$ cat config.mk
export PLATFORM = sky130hd
export DESIGN_NAME = cpu_decode
export DESIGN_NICKNAME = d
export VERILOG_FILES = /design/src/rtl/cpu_decode.sv
export SDC_FILE = /design/constraint.sdc
export NUM_CORES = 1
export LEC_CHECK = 0
export ABC_AREA = 1
export BUFFER_PORTS_ARGS = -buffer_cell sky130_fd_sc_hd__buf_4
export CAP_MARGIN = 30
export CORE_ASPECT_RATIO = 1.4
export CORE_MARGIN = 2
export CORE_UTILIZATION = 45
export CTS_CLUSTER_SIZE = 10
export DETAILED_ROUTE_END_ITERATION = 16
export PLACE_DENSITY = 0.7
export SLEW_MARGIN = 20
export SYNTH_ARGS = -nofsm -noshare
export SYNTH_HDL_FRONTEND = slang
export SYNTH_SLANG_ARGS = --single-unit
$ cat constraint.sdc
create_clock -name clk_i -period 2.15 [get_ports clk_i]
set_input_delay 0.1075 -clock clk_i [delete_from_list [all_inputs] [get_ports clk_i]]
set_output_delay 0.1075 -clock clk_i [all_outputs]
set_load 0.1 [all_outputs]
$ cat src/rtl/cpu_decode.sv
// cpu_decode: moxie instruction decode stage.
// Splits each 16-bit instruction word into form/opcode/register/immediate
// fields and presents one registered decoded instruction per cycle. A
// 16-entry scoreboard tracks outstanding loads. Issue is held while a source
// register still waits on a load (load-use interlock). A writeback landing in
// the same cycle bypasses the interlock.
module cpu_decode (
    input  logic        clk_i,
    input  logic        rst_i,
    input  logic [15:0] opcode_i,
    input  logic [31:0] operand_i,
    input  logic        valid_i,
    output logic        stall_o,
    input  logic        flush_i,
    input  logic        stall_i,
    input  logic        wb_valid_i,
    input  logic [3:0]  wb_reg_i,
    output logic        valid_o,
    output logic [1:0]  form_o,
    output logic [7:0]  op_o,
    output logic [3:0]  ra_o,
    output logic [3:0]  rb_o,
    output logic [31:0] imm_o,
    output logic        is_load_o,
    output logic [15:0] hazard_cnt_o
);

    logic [1:0]  form_s;
    logic [7:0]  op_s;
    logic [3:0]  ra_s;
    logic [3:0]  rb_s;
    logic [31:0] imm_s;
    logic        reads_ra_s;
    logic        reads_rb_s;
    logic        is_load_s;
    logic        hazard_s;
    logic        adv_s;
    logic        issue_s;
    logic [15:0] busy_r;
    logic [15:0] busy_nxt_s;

    // A register is still pending unless this cycle's writeback frees it.
    function automatic logic reg_pending(input logic [15:0] busy,
                                         input logic        wbv,
                                         input logic [3:0]  wbr,
                                         input logic [3:0]  r);
        return busy[r] & ~(wbv & (wbr == r));
    endfunction

    // Field split and source-register usage for the incoming instruction.
    always_comb begin
        form_s     = 2'd0;
        op_s       = 8'h00;
        ra_s       = 4'h0;
        rb_s       = 4'h0;
        imm_s      = 32'h0000_0000;
        reads_ra_s = 1'b0;
        reads_rb_s = 1'b0;
        case (opcode_i[15:14])
            2'b10: begin
                form_s     = 2'd2;
                op_s       = {6'b00_0000, opcode_i[13:12]};
                ra_s       = opcode_i[11:8];
                imm_s      = {24'h00_0000, opcode_i[7:0]};
                reads_ra_s = 1'b1;
            end
            2'b11: begin
                form_s = 2'd3;
                op_s   = {4'h0, opcode_i[13:10]};
                imm_s  = {{21{opcode_i[9]}}, opcode_i[9:0], 1'b0};
            end
            default: begin
                // Form1: ldi.l (0x01) takes its value from the operand word only.
                form_s     = 2'd0;
                op_s       = opcode_i[15:8];
                ra_s       = opcode_i[7:4];
                rb_s       = opcode_i[3:0];
                imm_s      = operand_i;
                reads_ra_s = (opcode_i[15:8] != 8'h01);
                reads_rb_s = (opcode_i[15:8] != 8'h01);
            end
        endcase
    end

    // Load classification: only form1 opcodes can be loads.
    always_comb begin
        is_load_s = 1'b0;
        if (form_s == 2'd0) begin
            case (op_s)
                8'h08, 8'h0a, 8'h0c, 8'h1c, 8'h1d,
                8'h21, 8'h22, 8'h36, 8'h38: is_load_s = 1'b1;
                default:                    is_load_s = 1'b0;
            endcase
        end else begin
            is_load_s = 1'b0;
        end
    end

    assign hazard_s = valid_i &
                      ((reads_ra_s & reg_pending(busy_r, wb_valid_i, wb_reg_i, ra_s)) |
                       (reads_rb_s & reg_pending(busy_r, wb_valid_i, wb_reg_i, rb_s)));
    assign adv_s    = ~stall_i | ~valid_o;
    assign issue_s  = valid_i & adv_s & ~hazard_s & ~flush_i;
    assign stall_o  = valid_i & ~issue_s;

    // Next scoreboard: writeback clears, issuing load sets, set wins on a tie.
    always_comb begin
        busy_nxt_s = 16'h0000;
        for (int i = 0; i < 16; i++) begin
            busy_nxt_s[i] = (busy_r[i] & ~(wb_valid_i & (wb_reg_i == i[3:0]))) |
                            (issue_s & is_load_s & (ra_s == i[3:0]));
        end
    end

    // Scoreboard register.
    always_ff @(posedge clk_i or negedge rst_i) begin
        if (!rst_i) begin
            busy_r <= 16'h0000;
        end else begin
            busy_r <= busy_nxt_s;
        end
    end

    // Decoded-instruction output register: load on issue, bubble otherwise, hold on stall.
    always_ff @(posedge clk_i or negedge rst_i) begin
        if (!rst_i) begin
            valid_o   <= 1'b0;
            form_o    <= 2'd0;
            op_o      <= 8'h00;
            ra_o      <= 4'h0;
            rb_o      <= 4'h0;
            imm_o     <= 32'h0000_0000;
            is_load_o <= 1'b0;
        end else if (flush_i) begin
            valid_o <= 1'b0;
        end else if (adv_s) begin
            valid_o <= issue_s;
            if (issue_s) begin
                form_o    <= form_s;
                op_o      <= op_s;
                ra_o      <= ra_s;
                rb_o      <= rb_s;
                imm_o     <= imm_s;
                is_load_o <= is_load_s;
            end
        end
    end

    // Saturating count of interlock bubbles.
    always_ff @(posedge clk_i or negedge rst_i) begin
        if (!rst_i) begin
            hazard_cnt_o <= 16'h0000;
        end else if (valid_i && adv_s && hazard_s && !flush_i &&
                     (hazard_cnt_o != 16'hFFFF)) begin
            hazard_cnt_o <= hazard_cnt_o + 16'h0001;
        end
    end

endmodule

==> results summary, run 1 <==
The depth of the worst register-to-register path is 10. The proportion of register bits with asynchronous set or reset after synthesis is 100%. The number of antenna violations at the first check in global routing is 0. The total routed wirelength is approximately 14000 µm. The most used flip-flop cell after synthesis is dfrtp_1.

Power spread over the standard cell area amounts to 1240 mW/mm². The first-pass GRT wire length came out at 23500 µm. The biggest area contributor in the post-synthesis netlist is dfrtp_1. The worst vdd rail ir drop came out at 1.02 mV. The share of synthesized area in the top cell type comes to 43.4%.

The maximum fanout along the worst path is 7. In the layout the commonest cells are nand2_1 (312), buf_4 (148), dfrtp_1 (76). Prior to clock tree synthesis, the placed netlist has a worst setup slack of -37.2 ps.

The clock transition at the register clock pins on the worst setup and hold paths after CTS came out at about 60 ps. The worst hold path begins at stall_i. In this run the register-to-register setup slack is around 310 ps. The worst setup path is launched from a flop.

The die area came out at 0.0116 mm². After detailed routing, the average wire length per cell comes to 14.7 µm. The number of hold violations in the final report is 0.

The root buffer selected by CTS is clkbuf_16. The final instance count without filler cells came out at 970. TritonCTS created 9 clock buffers.

The count of vias placed by the detailed router is ~5.0k. The number of I/O pins is ~130. In this run, the number of DRC markers left after iteration 0 of detailed routing was roughly 220.

The number of buffer cells added on primary ports came out at approximately 130. The via count of the first global-routing pass came out at between 4k and 5k. The standby leakage power is roughly 3.5 nW.

TritonCTS built the clock tree. The maximum number of pins on one net before global-route repair came out at 45. The time the worst path needs with I/O delays and setup is 1970 ps. The area of the core is between 0.01 and 0.015 mm². The count of nets left with antenna violations once routing finished came out at 0.

After legalization and detailed placement, the total HPWL measured between 10000 and 15000 µm. The beginning of the worst register-to-register path is hazard_cnt_o[0]$_DFFE_PN0P_. 0 antenna diodes ended up in the layout. Leaving out fill and tap cells, the most frequent cell in the layout is nand2_1. Summing all placed instances gives a cell area of between 0.006 and 0.007 mm².

Sequential elements use 43.4% of the synthesized area. After detailed routing, the number of remaining DRC violations is 0. The height of the chip is 127 µm. The vias per cell is 5.11.

The die extent in x is 91.7 µm. By area the synthesized netlist is led by dfrtp_1 (43%), nand2_1 (24%), nand3_1 (4.9%), inv_1 (3.9%), o21ai_0 (2.6%). The total setup violations reported at the end of the flow is 0. The end of the worst hold path is valid_o$_DFFE_PN0P_. After filler insertion, the fill cell instance count of the layout stands at ~1000. The total clock sinks came out at 84.

Of the cells placed in the final design, the portion with a size suffix greater than 1 is a little under a quarter. On the final layout, the worst clock skew is ~6.2 ps. The area growth from synthesis to layout is 33.0%. The floorplan row count came out at between 40 and 50. The max-slew violation count is 0.

The global route total overflow came out at 0. The number of H-tree levels came out at 3. The worst hold slack is between 30 and 40 ps. Setup repair after global routing could not meet its margin everywhere. Power comes to about 8 mW.

The synthesis-stage register bit count is 84. The fraction of the cycle the final worst path needs is 91.7%. The initial standard-cell utilization of the core is 46.3%.

Synthesis produced 690 cells. STA classifies the critical path endpoint as an output port. The cell depth of the worst hold path is 3. The tightest min-delay check is of the primary input to flop type. The synthesized area per cell came out at 7.02 µm². Headroom to the max-slew limit came out at between 50% and 60%. Across the run, the number of max-cap violations was 0. The terminus of the critical flop-to-flop path is hazard_cnt_o[5]$_DFFE_PN0P_. The summed instance area of the synthesized netlist is 0.00485 mm². The required time at the endpoint of the critical path came out at approximately 2000 ps. The fmax is 0.507 GHz.

STA puts the critical path data arrival time at approximately 1900 ps. The net count of the mapped netlist came out at roughly 750. The number of synthesis warnings came out at 0. The final core utilization came out at 61.6%. By startpoint and endpoint, the worst setup path is classified as flop to output port.

For the pin with the worst max-slew slack, the measured transition is 648 ps. The count of cell types in the netlist came out at 34. The total number of nets in the final design is just under 900. The flow ran to the end, and the final reports show no timing, DRC or antenna violations.

The first detailed-routing pass took 4 iterations. The setup TNS after final layout came out at 0 ps. The final worst-path setup slack came out at 177 ps.

The count of flip-flops with a built-in enable after synthesis came out at 0. The overall global routing resource usage came out at between 20 and 30%. The insertion delay to the later sink of the worst-skew pair came out at around 340 ps. The number of placed cells counting well taps came out at 948.

The final instance area is between 0.006 and 0.007 mm². The longest clock path from root to sink contains 2 buffers. The final RePlAce weighted congestion came out at 0.944.
[registers in the layout, indices dropped and copies added (netlist names)]
signal	flops
ra_o	4
hazard_cnt_o	16
is_load_o	1
valid_o	1
imm_o	32
form_o	2
rb_o	4
op_o	8
busy_r	16
[critical path, cell delays in order (launching register included)]
cell,delay (ps)
dfrtp_1,370
inv_1,70
nand3_1,80
nand2_1,50
nand2_1,60
nand2_1,50
nand2_1,50
nand2_1,80
nor2_1,150
nand2_2,110
nand3_4,110
nand2_1,60
inv_1,80
buf_8,200
[Yosys cell counts, types with 8 or more instances]
library cell,count
inv_1,51
a21oi_1,18
nand3_1,47
xor2_1,12
nand2_1,312
dfrtp_1,84
clkbuf_1,8
o21bai_1,16
nor3_1,10
nor2_1,31
o21ai_1,10
o21ai_0,25
buf_2,12
[final cells by class]
class,instances,area [µm²],share of cell area [%]
Clock buffer,10,239,3.71
Multi-Input combinational cell,522,2390,37.1
Inverter,56,210,3.26
Tap cell,138,173,2.68
Sequential cell,84,2110,32.8
Timing Repair Buffer,154,1210,18.7
Clock inverter,6,111,1.73
[worst max path at each step]
stage,from,to,slack [ps],cells past startpoint
global placement,opcode_i[14],imm_o[13]$_DFFE_PN0P_,30,15
detailed placement,opcode_i[14],op_o[4]$_DFFE_PN0P_,-40,13
global route,busy_r[14]$_DFF_PN0_,stall_o,-30,13
CTS,busy_r[14]$_DFF_PN0_,stall_o,40,13
finish,busy_r[14]$_DFF_PN0_,stall_o,180,13
floorplan,hazard_cnt_o[0]$_DFFE_PN0P_,hazard_cnt_o[15]$_DFFE_PN0P_,0.2,10
[logic make-up (layout without fill, tap and decap cells)]
group | after synthesis | after routing | share of synthesized area (%)
compound gates | 85 | 85 | 10.4
simple gates | 418 | 418 | 35.1
buf+inv | 84 | 226 | 7.67
flops | 84 | 84 | 43.4
xor+xnor | 18 | 18 | 3.25
fa+ha+maj | 1 | 1 | 0.258
[repair_timing]
action                                 CTS  global route
setup buffers                            0             4
gates cloned                             0             0
setup endpoints to repair                1            17
endpoints found under the hold margin   41             0
hold buffers                             2             0
gates resized for setup                  1             5
[where the power goes]
group,internal (mW),switching [mW]
clock,1.17,0.649
combinational,0.839,3.16
sequential,1.96,0.252
[metal layers]
metal	vias to the layer above	track usage [%]	part of all wire [%]
li1	2454	-	-
met1	2320	32.6	41
met2	150	41.1	50
met3	33	4.33	5.4
met4	0	11.5	3.3
met5	-	0	0
No activity file was read; power rests on OpenSTA's default activity.
==> inputs of run 2 (changes only) <==
- PLACE_DENSITY: 0.7 -> default
- PLACE_DENSITY_LB_ADDON: default -> 0.15
==> results summary, run 2 (synthesis gave the netlist of run 1 again) <==
The flow ran to the end, and the final reports show no timing, DRC or antenna violations. Measured on the finished design, the core utilization comes to between 60% and 70%. The final instance count without filler cells came out at about 960. The final RePlAce weighted congestion is roughly 0.95. Leaving out fill and tap cells, the most frequent cell in the layout is nand2_1. The vias per cell is 5.19. The total routed wirelength is 14300 µm.

Setup repair after global routing left no endpoint under its margin. The beginning of the worst register-to-register path is hazard_cnt_o[1]$_DFFE_PN0P_. The TritonCTS clock tree is done. The library cells used most frequently in the layout, excluding fill and tap cells, are nand2_1 (312), buf_4 (142), dfrtp_1 (76). After detailed routing, the average wire length per cell comes to 14.8 µm. The maximum number of pins on one net before global-route repair came out at 45. In this run the critical register-to-register path is captured at hazard_cnt_o[15]$_DFFE_PN0P_.

The number of antenna violations at the first check in global routing is 0. The residual antenna-violating net count after detailed routing came out at 0. The max-slew violation count is 0. In this run the top signal layer used is met4. The maximum count of clock buffers along a single path is 2.

The height of the chip came out at roughly 130 µm. The fraction of the cycle the final worst path needs came out at about nine tenths. The register with the most flip-flops in the layout has 32 of them. The maximum fanout along the worst path came out at 5. Static timing analysis puts the maximum clock frequency at between 0.5 and 0.6 GHz. The total setup violations reported at the end of the flow came out at 0. The via count of the first global-routing pass came to 4762. The depth of the worst register-to-register path is 10. between 100 and 150 I/O pins were placed. The global route total overflow came out at 0.

The worst setup path is launched from a flop. The nature of the critical path endpoint is an output port. For the worst setup path, the data required time is a little over 2000 ps. The detailed-routed wire length on met3 is around 800 µm. The end of the worst hold path is valid_o$_DFFE_PN0P_. In this run, the number of DRC markers left after iteration 0 of detailed routing was 247.

The count of vias placed by the detailed router is 5000. The worst vdd rail ir drop came out at between 0.8 and 0.9 mV. Among the stages of the critical path, the cell type that occurs most often is inv_1. Along the worst hold path, the cell count comes to 3. The die is approximately 92 µm wide. The maximum single-stage delay on the critical path came out at roughly 320 ps. The number of hold violations in the final report came to 0. The first-pass GRT wire length is ~23000 µm.

The total setup buffers inserted after CTS is 0. The worst-path cell with the longest stage delay is dfrtp_1. Counting tap cells, the placed design contains a total of 946 instances. The met1 layer wirelength in the final routing came out at ~6000 µm. Buffers inserted during clock tree synthesis total 9. The post-route netlist has around 23% of its cells at a drive strength greater than 1.

The power per cell area is approximately 1300 mW/mm². For the pin with the worst max-slew slack, the measured transition is about 710 ps. The standby leakage power is 3.49 nW. The worst hold path begins at stall_i. The largest registers in the layout are imm_o (32), busy_r (16), hazard_cnt_o (16).

The setup skew after layout came out at around 8.4 ps. The count of inserted antenna diode cells is 0. Max-cap violations in this run came to 0.

The area of the core is roughly 0.010 mm². The initial standard-cell utilization of the core is between 40% and 50%. The growth of design area from synthesis to finish came out at 32.1%. The H-tree was split into 3 levels. Wire segments on met2 add up to a little over 7000 µm in the final route.

The relative max-transition margin is a little over half. The critical path goes through inv_1, o21ai_0, nand3b_1, nand3_1, nand3_2, nand3_4, nand2_1, inv_1, buf_6. The number of buffer cells added on primary ports is around 130. The worst hold slack is 59.8 ps. The floorplan row count is 44.

The total number of nets in the final design came out at a little under 900. Data arrives at the worst endpoint at around 1800 ps. CTS placed an instance of clkbuf_16 at the clock tree root. The die area is 0.0116 mm². The critical path is of the flop to output port type. The overall global routing resource usage is around 25%. The insertion delay to the later sink of the worst-skew pair came out at ~340 ps. After detailed routing, the number of remaining DRC violations is 0. The clock transition at the register clock pins on the worst setup and hold paths after CTS came out at 60 ps. The estimated wirelength of the detail-placed design came out at 10600 µm.

The minimum setup slack among reg-to-reg paths is 280 ps. The path class of the tightest hold or removal check is primary input to flop. Before antenna repair, the detailed router went through 5 iterations. The largest register by flop count is imm_o.

Grouping stages by cell kind, the critical path spends the most delay in simple AND/OR/NAND/NOR gates. The number of buffers and inverters on the critical path came out at 3. The time the worst path needs with I/O delays and setup is approximately 1900 ps. The setup TNS after final layout is 0 ps. Clock tree synthesis found a total of 84 sinks.
run 2: cell count changes in the layout (fill, tap and decap cells not counted), sizes merged:
cell      delta
clkinvlp     -1
buf          -6
clkbuf       +1
run 2: per-stage QoR:
| step | setup slack [ps] | power (mW) | instance area [µm²] |
|---|---|---|---|
| floorplan | 0.193 | 5.25 | 4860 |
| global placement | 153 | 6.17 | 6000 |
| detailed placement | 64.2 | 6.21 | 6000 |
| CTS | 92.5 | 8.08 | 6380 |
| global route | 49.4 | 8.35 | 6400 |
| finish | 227 | 8.03 | 6400 |
run 2: metal layers:
metal	global-route usage [%]	vias up
li1	-	2443
met1	31.7	2364
met2	43.0	170
met3	3.44	23
met4	8.78	0
met5	0	-
run 2: area by class of cell:
| cell class | instances | area, µm² |
|---|---|---|
| flip-flops and latches | 84 | 2110 |
| clock buffers | 11 | 253 |
| well taps | 138 | 173 |
| clock inverters | 5 | 108 |
| repair buffers | 148 | 1160 |
| inverters | 56 | 210 |
| fillers | 1005 | 4060 |
| multi-input cells | 522 | 2390 |
run 2: timing repair:
action,in CTS,in global routing
endpoints found under the hold margin,41,0
setup endpoints to repair,0,1
resized for setup,0,3
hold buffers,2,0
run 2: worst reg2reg max path: cells and delay by family (launching register included):
kind | cells | cell delay, ps
AND/OR/NAND/NOR | 5 | 640
flip-flops | 1 | 440
AO/OA/AOI/OAI | 2 | 270
buffers and inverters | 2 | 240
adder cells (fa/ha/maj) | 1 | 210
run 2: worst max path at each step:
stage / from / depth (start not counted) / end
after floorplan: hazard_cnt_o[0]$_DFFE_PN0P_ / 10 / hazard_cnt_o[15]$_DFFE_PN0P_
after global placement: opcode_i[15] / 11 / imm_o[2]$_DFFE_PN0P_
after detailed placement: opcode_i[15] / 14 / op_o[1]$_DFFE_PN0P_
after CTS: busy_r[9]$_DFF_PN0_ / 9 / stall_o
after global routing: opcode_i[15] / 16 / stall_o
final: busy_r[9]$_DFF_PN0_ / 9 / stall_o
run 2: where the power goes:
part           internal [mW]  total, mW  switching, mW
Clock                   1.20       1.84          0.642
Sequential              1.96       2.21          0.246
Combinational          0.828       3.98           3.15
